**config.mk**
```make
export PLATFORM = sky130hd
export DESIGN_NAME = led_blink_tx
export DESIGN_NICKNAME = d
export VERILOG_FILES = /design/src/rtl/led_blink_tx.sv
export SDC_FILE = /design/constraint.sdc
export NUM_CORES = 1
export LEC_CHECK = 0
export CAP_MARGIN = 10
export CORE_AREA = 2 2 76 78
export DETAILED_ROUTE_END_ITERATION = 8
export DIE_AREA = 0 0 78 80
export DONT_BUFFER_PORTS = 1
export GPL_TIMING_DRIVEN = 0
export HOLD_SLACK_MARGIN = 0.08
export PLACE_DENSITY = 0.66
export SYNTH_ARGS = -nofsm -noshare
export SYNTH_HDL_FRONTEND = slang
export SYNTH_SLANG_ARGS = --single-unit
```
**constraint.sdc**
```tcl
create_clock -name i_clk -period 2.7 [get_ports i_clk]
set_input_delay 0.27 -clock i_clk [delete_from_list [all_inputs] [get_ports i_clk]]
set_output_delay 0.27 -clock i_clk [all_outputs]
set_load 0.05 [all_outputs]
```
**src/rtl/led_blink_tx.sv**
```systemverilog
// ---------------------------------------------------------------------------
// led_blink_tx
//
// Transmit side of the operator interface. It turns a requested count N into
// N visible blinks on one active-low LED, then holds the LED dark for an
// inter-message gap. Typical payloads are error numbers, press counts or mode
// indices reported back to the operator.
//
// Timing of one message (accept edge = cycle 0, N >= 1):
//   N x ON_CYCLES lit, (N-1) x OFF_CYCLES dark between blinks,
//   GAP_CYCLES dark, then a one-cycle o_done in the first IDLE cycle.
//   Total cycles from accept edge to o_done: N*ON + (N-1)*OFF + GAP + 1.
// A request with N == 0 produces no blink, only the gap, so message spacing
// stays uniform.
//
// Ports:
//   i_clk    in   system clock
//   i_rst_n  in   asynchronous active-low reset
//   i_valid  in   request valid; the requester holds it until accepted
//   i_count  in   number of blinks requested, sampled only at the accept edge
//   o_ready  out  high only in IDLE (combinational from state)
//   o_led    out  LED drive, active-low (0 = lit), registered
//   o_busy   out  high from the cycle after acceptance until back in IDLE
//   o_done   out  one-cycle pulse in the first IDLE cycle after a message
// ---------------------------------------------------------------------------
module led_blink_tx #(
    parameter int ON_CYCLES  = 13500000,  // clocks lit per blink, >= 1
    parameter int OFF_CYCLES = 13500000,  // clocks dark between blinks, >= 1
    parameter int GAP_CYCLES = 27000000,  // clocks dark after last blink, >= 1
    parameter int CNT_W      = 4          // width of the blink-count request
) (
    input  logic             i_clk,
    input  logic             i_rst_n,
    input  logic             i_valid,
    input  logic [CNT_W-1:0] i_count,
    output logic             o_ready,
    output logic             o_led,
    output logic             o_busy,
    output logic             o_done
);

    // One shared down-counter times every phase, so it is sized for the
    // longest of the three durations plus one bit of headroom.
    localparam int MAX_ON_OFF = (ON_CYCLES > OFF_CYCLES) ? ON_CYCLES : OFF_CYCLES;
    localparam int MAX_CYC    = (MAX_ON_OFF > GAP_CYCLES) ? MAX_ON_OFF : GAP_CYCLES;
    localparam int TMR_W      = $clog2(MAX_CYC) + 1;

    localparam logic [TMR_W-1:0] ON_LOAD  = TMR_W'(ON_CYCLES);
    localparam logic [TMR_W-1:0] OFF_LOAD = TMR_W'(OFF_CYCLES);
    localparam logic [TMR_W-1:0] GAP_LOAD = TMR_W'(GAP_CYCLES);
    localparam logic [TMR_W-1:0] TMR_ONE  = TMR_W'(1);
    localparam logic [CNT_W-1:0] CNT_ONE  = CNT_W'(1);

    typedef enum logic [1:0] {
        S_IDLE = 2'd0,
        S_ON   = 2'd1,
        S_OFF  = 2'd2,
        S_GAP  = 2'd3
    } state_t;

    state_t             state;
    logic [TMR_W-1:0]   timer;      // cycles left in the current phase
    logic [CNT_W-1:0]   remaining;  // blinks left, including the current one
    logic               timer_last;

    // The timer is loaded with the full phase length on entry and the phase
    // ends on the edge where it reads 1, so each phase lasts exactly its
    // configured number of cycles.
    assign timer_last = (timer == TMR_ONE);

    // Ready is purely a function of state so the requester sees it without
    // an extra cycle of latency; IDLE is the only state that accepts.
    assign o_ready = (state == S_IDLE);

    // NOTE: all state and outputs update with non-blocking assignments in a
    // single clocked process; the reset branch is asynchronous so asserting
    // i_rst_n mid-sequence darkens the LED without waiting for a clock edge.
    always_ff @(posedge i_clk or negedge i_rst_n) begin
        if (!i_rst_n) begin
            state     <= S_IDLE;
            timer     <= '0;
            remaining <= '0;
            o_led     <= 1'b1;
            o_busy    <= 1'b0;
            o_done    <= 1'b0;
        end else begin
            // o_done is a strobe: cleared every cycle unless the GAP->IDLE
            // transition below raises it.
            o_done <= 1'b0;

            case (state)
                S_IDLE: begin
                    if (i_valid) begin
                        o_busy    <= 1'b1;
                        remaining <= i_count;
                        if (i_count != '0) begin
                            state <= S_ON;
                            timer <= ON_LOAD;
                            o_led <= 1'b0;
                        end else begin
                            // Zero blinks still costs one gap so that the
                            // operator sees consistent spacing.
                            state <= S_GAP;
                            timer <= GAP_LOAD;
                            o_led <= 1'b1;
                        end
                    end
                end

                S_ON: begin
                    if (timer_last) begin
                        o_led <= 1'b1;
                        if (remaining > CNT_ONE) begin
                            state     <= S_OFF;
                            timer     <= OFF_LOAD;
                            remaining <= remaining - CNT_ONE;
                        end else begin
                            // Last blink: the remaining counter is left at 1
                            // and never wraps through zero.
                            state <= S_GAP;
                            timer <= GAP_LOAD;
                        end
                    end else begin
                        timer <= timer - TMR_ONE;
                    end
                end

                S_OFF: begin
                    if (timer_last) begin
                        state <= S_ON;
                        timer <= ON_LOAD;
                        o_led <= 1'b0;
                    end else begin
                        timer <= timer - TMR_ONE;
                    end
                end

                S_GAP: begin
                    if (timer_last) begin
                        state  <= S_IDLE;
                        o_busy <= 1'b0;
                        o_done <= 1'b1;
                        o_led  <= 1'b1;
                    end else begin
                        timer <= timer - TMR_ONE;
                    end
                end

                default: begin
                    state  <= S_IDLE;
                    o_led  <= 1'b1;
                    o_busy <= 1'b0;
                end
            endcase
        end
    end

endmodule

```
Yosys cells after proc, flatten, opt, wreduce, memory -nomap -nowiden
Cells that the tools add are included.
{"block": "word_totals", "elab_cells": 57, "ff_bits": 35, "out_inout_bits": 4}
{"block": "classes", "n_reduce_logical": 10, "order_cmp": 1, "n_mux": 27, "eq_ne": 11, "n_addsub": 2}
{"op": "26-bit 2-to-1 mux", "count": 4}
{"op": "26-bit case mux with 4 select lines", "count": 1}
{"op": "25-bit 2-to-1 mux", "count": 2}
{"op": "26-bit by 1-bit == test with 1-bit output, second input constant", "count": 1}
{"op": "26-bit by 1-bit subtractor with 26-bit output, second input constant", "count": 1}
{"op": "4-bit 2-to-1 mux", "count": 3}
{"op": "2-bit inequality test, second input constant", "count": 6}
{"op": "2-bit 2-to-1 mux", "count": 5}
{"op": "1-bit 2-to-1 mux", "count": 8}
{"op": "2-bit case mux with 4 select lines", "count": 1}
{"op": "4-bit case mux with 2 select lines", "count": 1}
{"op": "4-bit AND reduction", "count": 2}
{"op": "3-bit AND reduction", "count": 2}
{"op": "2-bit == test, second input constant", "count": 2}
{"op": "4-bit by 1-bit greater-than comparator with 1-bit output, second input constant", "count": 1}
{"op": "2-bit nonzero test", "count": 2}
{"op": "4-bit nonzero test", "count": 1}
{"op": "4-bit by 1-bit subtractor with 4-bit output, second input constant", "count": 1}
{"op": "1-bit case mux with 3 select lines", "count": 1}
{"op": "2-bit by 1-bit == test with 1-bit output, second input constant", "count": 1}
{"op": "2-bit zero test", "count": 1}
{"op": "2-bit by 1-bit inequality test with 1-bit output, second input constant", "count": 1}
{"op": "1-bit case mux with 2 select lines", "count": 1}
{"op": "2-bit AND reduction", "count": 1}
{"op": "2-bit OR reduction", "count": 1}

Depth between registers and ports, before layout
Gate-level depths: netlist (run 1).
{"block": "depth", "depth_word": 4, "depth_mapped": 9}

Least setup slack after synthesis (run 1)
No wires, ideal clock.
{"block": "synth_timing", "kind": "reg-to-reg", "startpoint": "reg timer[1]", "endpoint": "reg timer[22]", "setup_slack_ns": -0.024, "arrival_ns": 2.586, "stages_incl_launch_ff": 9, "synth_period_minus_slack_ns": 2.724, "setup_ns": 0.139, "path_cell_list": "dfrtp_1 inv_1 ha_1 or4b_1 or4b_4 o41ai_2 and2b_2 o21ai_1 or4b_1"}
{"block": "synth_via", "elab_chain_len": 3, "word_cells_on_any_way": 8, "classes_between": "add/sub: 1; eq/ne: 2; mux: 4; reduce/logical: 1"}
{"element": "from (decl)", "line": "62", "rtl": "logic [TMR_W-1:0] timer;"}
{"element": "from (signal assigned)", "line": "124", "rtl": "timer <= timer - TMR_ONE;"}
{"element": "from (signal assigned)", "line": "134", "rtl": "timer <= timer - TMR_ONE;"}
{"element": "from (signal assigned)", "line": "145", "rtl": "timer <= timer - TMR_ONE;"}
{"element": "26-bit by 1-bit subtractor with 26-bit output / 26-bit by 1-bit == test with 1-bit output (equally long branches)"}
{"element": "26-bit 2-to-1 mux (tied with other cells)", "line": "139", "rtl": "if (timer_last) begin"}
{"element": "26-bit case mux with 4 select lines / 2-bit AND reduction (equally long branches)"}
Parallel ways exist; a longest one is shown, timed or not. The select of a mux whose other input is x is not followed.
A chain may end at the register's enable or synchronous reset.

Worst setup path in the final report (run 1)
Ends and elaborated chain as after synthesis.

==> out/results.txt, run 1 <==
max cap viols - 0
DRT Wirelength - 5.90 mm
setup TNS - -0.246 ns
largest net degree at the start of global routing - 36
cts bufs inserted - 5
Post-synth EDFFs - 0
Synth top cells by count - dfrtp_1, nand2_1, nor2_1
fmax - 347 MHz
DRT iter0 DRCs - 155
fin cells - 348
count of final setup violators - 2
reg-to-reg endpoint - timer[22]$_DFFE_PN0P_
RSZ-0062 raised after global routing - yes
ys async rst share - 1.00
Layout Area Growth over Synthesis - 23.2%
total gr overflow - 0
initial antenna violation count - 0
Die Wd - 78 um
Worst VDD drop - 211 uV
Mapped Nets - 259
Total GRT Usage - 0.191
Least-Margin Pin Slew - 1.10 ns
Die Ht - 80 um
# DRC - 0
TritonCTS clock tree - yes
CP max FO - 3
ratio of cells with drive above 1 in the final layout - 0.196
DP Area - 2280 sq um
I/O Buffers - 0
routability cong. - 0.833
Place WS - -0.334 ns
Yosys reg bits - 35
hpwl dp - 3.70 mm
Critical Path RT - 2.86 ns
Leak - 1.12 nW
Period minus WS final - 2.89 ns
Gate Count Post-Synth - 248
largest cells by area after synthesis - dfrtp_1, xnor2_1, nand2_1
Primary FF master, synth - dfrtp_1
Std-Cell Rows - 27
violated checks - setup timing
arrival time worst endpoint - 3.04 ns
R2R setup slack - -0.19 ns
status - finished, violations left
reg2reg start - timer[1]$_DFFE_PN0P_
post-route cell area - 2680 sq um
critical path launch point type - register
reg2reg path depth - 8
count leader, synth - dfrtp_1
Fin. Hold Viols - 0
vias per cell - 5.80
Slew HR - 0.267
antenna viol nets, final - 0
Syn Area/Cell - 8.77 sq um
Clock Latency Late Sink - 0.29 ns
Pins Over Slew Limit - 0
largest area contributor in the netlist - dfrtp_1
CTS Buffer Depth - 2
ant diodes - 0
Tcrit/Tclk final - 1.07
Final WS setup - -0.185 ns
Cell Area, Synth - 2180 sq um
Placed Cells - 320
CP Class - register to register
area of the die - 6240 sq um
Hold Path Class - primary input to register
core area - 5410 sq um
vias in the first global route - 1,878
Avg WL per Cell - 16.9 um
initial core utilization - 0.403
sequential area share after synthesis - 0.403
CTS root buf - clkbuf_8
Clk pin slew, worst setup/hold paths - 0.07 ns
sinks on the clock net - 35
Worst Setup EP - timer[22]$_DFFE_PN0P_
clock skew - 0.00658 ns
distinct cell type count after synthesis - 50
Power Density - 362 nW/um^2
final net count - 286
post-synth top area share - 0.391
first-pass GRT wire length - 9.27 mm
DR pass1 iterations - 4
Crit. End Element - register
Syn. warnings - 0
Via Count - 2,020
launch point of the worst path - timer[1]$_DFFE_PN0P_
CTS H-tree lvls - 2
Ports - 11
==> where the power goes <==
| part | switching [mW] | leakage [nW] | total [mW] | internal [mW] |
|---|---|---|---|---|
| Combinational | 0.0147 | 0.661 | 0.0224 | 0.00772 |
| Sequential | 0.00124 | 0.409 | 0.526 | 0.525 |
| Clock | 0.189 | 0.0515 | 0.422 | 0.233 |
==> metrics by stage <==
stage	util	total power, mW	hold slack (ns)
after global routing	0.496	1.00	0.184
after CTS	0.470	0.983	0.125
final	0.496	0.971	0.138
after detailed placement	0.421	0.543	-0.0244
after global placement	0.421	0.543	-0.0247
after floorplan	-	0.542	-0.0256
==> what timing repair did <==
item,4_1_cts,5_1_grt
hold buffers,2,0
hold endpoints to repair,35,0
pin swaps,4,7
gates resized for setup,14,16
endpoints found under the setup margin,28,28
buffers inserted,12,7
gates cloned,0,1
==> flip-flops by register name (all words and copies together) (netlist names) <==
signal,cells
o_done,1
remaining,4
timer,26
o_busy,1
o_led,1
state,2
==> critical path, stage by stage, from the launching register on <==
cell,delay (ns)
dfrtp_1,0.39
inv_2,0.07
ha_1,0.14
or4b_4,0.48
or4b_4,0.54
o41ai_4,0.35
and2b_2,0.24
o21ai_2,0.08
or4b_1,0.48
==> cell type report <==
| type | instances | area [sq um] |
|---|---|---|
| timing repair buffer | 21 | 201 |
| tap | 72 | 90.1 |
| clock buffer | 8 | 100 |
| inverter | 7 | 26.3 |
| buffer | 8 | 41.3 |
| sequential | 35 | 877 |
| fill | 523 | 2720 |
| multi-input combinational | 197 | 1350 |
==> logic make-up (layout without fill, tap and decap cells) <==
kind of cell,count (synthesis),count (layout),synth area share
XOR/XNOR,16,16,0.0644
buffers and inverters,16,44,0.0282
AND/OR/NAND/NOR,128,128,0.324
flip-flops,35,35,0.403
AO/OA/AOI/OAI,47,47,0.148
multiplexers,2,2,0.00978
adder cells (fa/ha/maj),4,4,0.0230
==> worst min path at each step <==
stage	from	end	slack, ns	cells after the start
6_report	i_count[1]	remaining[1]$_DFFE_PN0P_	0.14	2
5_1_grt	i_count[1]	remaining[1]$_DFFE_PN0P_	0.18	2
4_1_cts	i_count[1]	remaining[1]$_DFFE_PN0P_	0.12	2
3_5_place_dp	i_rst_n	timer[1]$_DFFE_PN0P_	-0.02	0
3_3_place_gp	i_rst_n	timer[1]$_DFFE_PN0P_	-0.02	0
2_1_floorplan	i_rst_n	o_busy$_DFFE_PN0P_	-0.03	0
==> layout by cell type, fill, tap and decap left out, types with 3 or more instances in the layout <==
master    instances
a211o_1           4
a21oi_1          12
buf_4            15
buf_6             3
clkbuf_1          8
clkbuf_8          7
dfrtp_1          34
ha_1              4
inv_1             6
nand2_1          29
nand2b_1          4
nand3_1           6
nand4_1           3
nor2_1           22
nor3_1           13
nor3b_1           3
nor4_1            5
nor4b_1           6
o211ai_1          4
o21ai_0           7
or3_1             4
or4_1             8
xnor2_1          16
==> per-layer routing <==
metal	up-vias	share of wire	track usage
met5	-	0	0
met4	0	0.024	0.0860
met3	12	0.045	0.0238
met2	53	0.49	0.303
met1	986	0.44	0.261
li1	969	-	-
Power figures use the tool's default switching activity.
==> run 2: changes to the inputs <==
PLACE_DENSITY = 0.64   (was 0.66)
clock period = 2.95 ns   (was 2.7 ns; I/O delays follow)
==> out/results.txt, run 2 (synthesized netlist as in run 1, its figures left out) <==
count of final setup violators - 1 (-1)
TritonCTS clock tree - yes
status - finished, violations left
CTS Buffer Depth - 2 (unchanged)
CP max-delay cell - or4b_4
clock skew - 0.0109 ns (+0.00430 ns)
# DRC - 0 (unchanged)
core area - 5410 sq um (unchanged)
CTS H-tree lvls - 2 (unchanged)
max cap viols - 0 (unchanged)
reg2reg path depth - 8 (unchanged)
Tcrit/Tclk final - 1.01 (-0.0624)
Leak - 1.01 nW (-10%)
Reg area - 878 sq um (+0.14%)
cts bufs inserted - 5 (unchanged)
Avg WL per Cell - 15.9 um (-6.2%)
max reg flops - 26 (unchanged)
Total GRT Usage - 0.183 (-0.00848)
CP most frequent cell - or4b_4
Period minus WS final - 2.97 ns (+0.0829 ns)
Hold Path Class - primary input to register
vias in the first global route - 1,808 (-3.7%)
Largest regs - timer x26, remaining x4, state x2
RSZ-0062 raised after global routing - yes
ant diodes - 0 (unchanged)
min-delay src - i_count[1]
antenna viol nets, final - 0 (unchanged)
multi-input logic area - 1290 sq um (-4.4%)
Final WS setup - -0.0180 ns (+0.167 ns)
DRT Wirelength - 5.32 mm (-9.7%)
Pins Over Slew Limit - 0 (unchanged)
critical path launch point type - register
Die Wd - 78 um (unchanged)
ratio of cells with drive above 1 in the final layout - 0.118 (-0.0778)
fmax - 337 MHz (-2.8%)
CTS root buf - clkbuf_8
final net count - 273 (-4.5%)
DR pass1 iterations - 6 (+2)
Slew HR - 0.307 (+0.0401)
crit-path max cell delay - 0.58 ns (+0.04 ns)
vias per cell - 5.69 (-2.0%)
violated checks - setup timing
Die Ht - 80 um (unchanged)
total gr overflow - 0 (unchanged)
arrival time worst endpoint - 3.14 ns (+0.10 ns)
R2R setup slack - -0.02 ns (+0.17 ns)
reg-to-reg endpoint - timer[22]$_DFFE_PN0P_
Power Density - 345 nW/um^2 (-4.8%)
Fillers - 539 (+3.1%)
Clk pin slew, worst setup/hold paths - 0.07 ns (about the same)
commonest non-fill, non-tap cell in the layout - dfrtp_1
worst hold stages - 2 (unchanged)
first-pass GRT wire length - 8.81 mm (-4.9%)
most frequent cells in the layout - dfrtp_1, nand2_1, nor2_1
Place WS - -0.0328 ns (+0.301 ns)
sinks on the clock net - 35 (unchanged)
Ports - 11 (unchanged)
Least-Margin Pin Slew - 1.04 ns (-0.0599 ns)
area of the die - 6240 sq um (unchanged)
Hold Path End - remaining[1]$_DFFE_PN0P_
reg2reg start - timer[1]$_DFFE_PN0P_
largest net degree at the start of global routing - 36 (unchanged)
Crit path max-delay family - simple AND/OR/NAND/NOR gates
Crit. End Element - register
CP max FO - 3 (unchanged)
CP cell instances - inv_2 > ha_4 > or4b_4 > or4b_4 > o41ai_4 > and2b_2 > o21ai_2 > or4b_1
Std-Cell Rows - 27 (unchanged)
Fin. Hold Viols - 0 (unchanged)
Via Count - 1,906 (-5.6%)
Worst VDD drop - 253 uV (+20%)
I/O Buffers - 0 (unchanged)
initial antenna violation count - 0 (unchanged)
Layout Area Growth over Synthesis - 13.6%
DRT iter0 DRCs - 100 (-35%)
routability cong. - 0.835 (+0.22%)
CP Class - register to register
Clock Latency Late Sink - 0.30 ns (about the same)
initial core utilization - 0.403 (unchanged)
Critical Path RT - 3.12 ns (+0.26 ns)
hold slack - 0.156 ns (+0.0174 ns)
Largest Register - timer
Worst Path Buf+Inv - 1 (unchanged)
hpwl dp - 3.67 mm (-0.81%)
[run 2: per-stage QoR]
step / cells / area, sq um / TNS (ns) / utilization / total power, mW
finish: 335 / 2470 / -0.0180 / 0.457 / 0.852
global route: 335 / 2470 / -0.132 / 0.457 / 0.884
global placement: 320 / 2270 / -0.0736 / 0.419 / 0.497
CTS: 330 / 2400 / 0 / 0.444 / 0.860
detailed placement: 320 / 2270 / -0.0464 / 0.419 / 0.497
floorplan: 248 / 2180 / 0 / - / 0.496
[run 2: area by class of cell]
cell class	count	area share
flip-flops and latches	35	0.355
clock buffers	6	0.0294
well taps	72	0.0364
clock inverters	2	0.00506
inverters	7	0.0106
plain buffers	8	0.0127
multi-input cells	197	0.520
repair buffers	8	0.0304
[run 2: timing repair]
action | in CTS | in global routing
pin swaps | 0 | 5
hold buffers | 2 | 0
endpoints found under the setup margin | 2 | 17
setup buffers | 0 | 6
gates resized for setup | 2 | 8
hold endpoints to repair | 35 | 0
[run 2: worst max path at each step]
stage                               from                     to  cells past startpoint
floorplan           timer[1]$_DFFE_PN0P_  timer[22]$_DFFE_PN0P_                      8
global placement    timer[1]$_DFFE_PN0P_  timer[22]$_DFFE_PN0P_                      8
detailed placement  timer[1]$_DFFE_PN0P_  timer[22]$_DFFE_PN0P_                      8
CTS                 timer[1]$_DFFE_PN0P_  timer[22]$_DFFE_PN0P_                      8
global route        timer[1]$_DFFE_PN0P_  timer[22]$_DFFE_PN0P_                      8
finish              timer[1]$_DFFE_PN0P_  timer[22]$_DFFE_PN0P_                      8
[run 2: power breakdown]
| group | switching, mW | internal [mW] | leakage, nW |
|---|---|---|---|
| combinational | 0.0132 | 0.00666 | 0.559 |
| clock | 0.186 | 0.165 | 0.0412 |
| sequential | 0.000987 | 0.480 | 0.408 |
[run 2: worst register-to-register path, stage by stage (launching register included)]
cell and delay (ns):
dfrtp_1 0.41, inv_2 0.09, ha_4 0.12, or4b_4 0.46, or4b_4 0.58, o41ai_4 0.40, and2b_2 0.22, o21ai_2 0.05
or4b_1 0.51
[run 2: layer usage]
metal	vias up	share of wire	track usage
met5	-	0	0
met2	36	0.47	0.289
li1	941	-	-
met4	0	0.0079	0.0702
met1	925	0.48	0.244
met3	4	0.036	0.0407
==> run 3: changes to the inputs <==
CTS_CLUSTER_SIZE = 16   (was default)
==> results of run 3 <==
Final layout, timing and power as in run 2 (identical DEF).
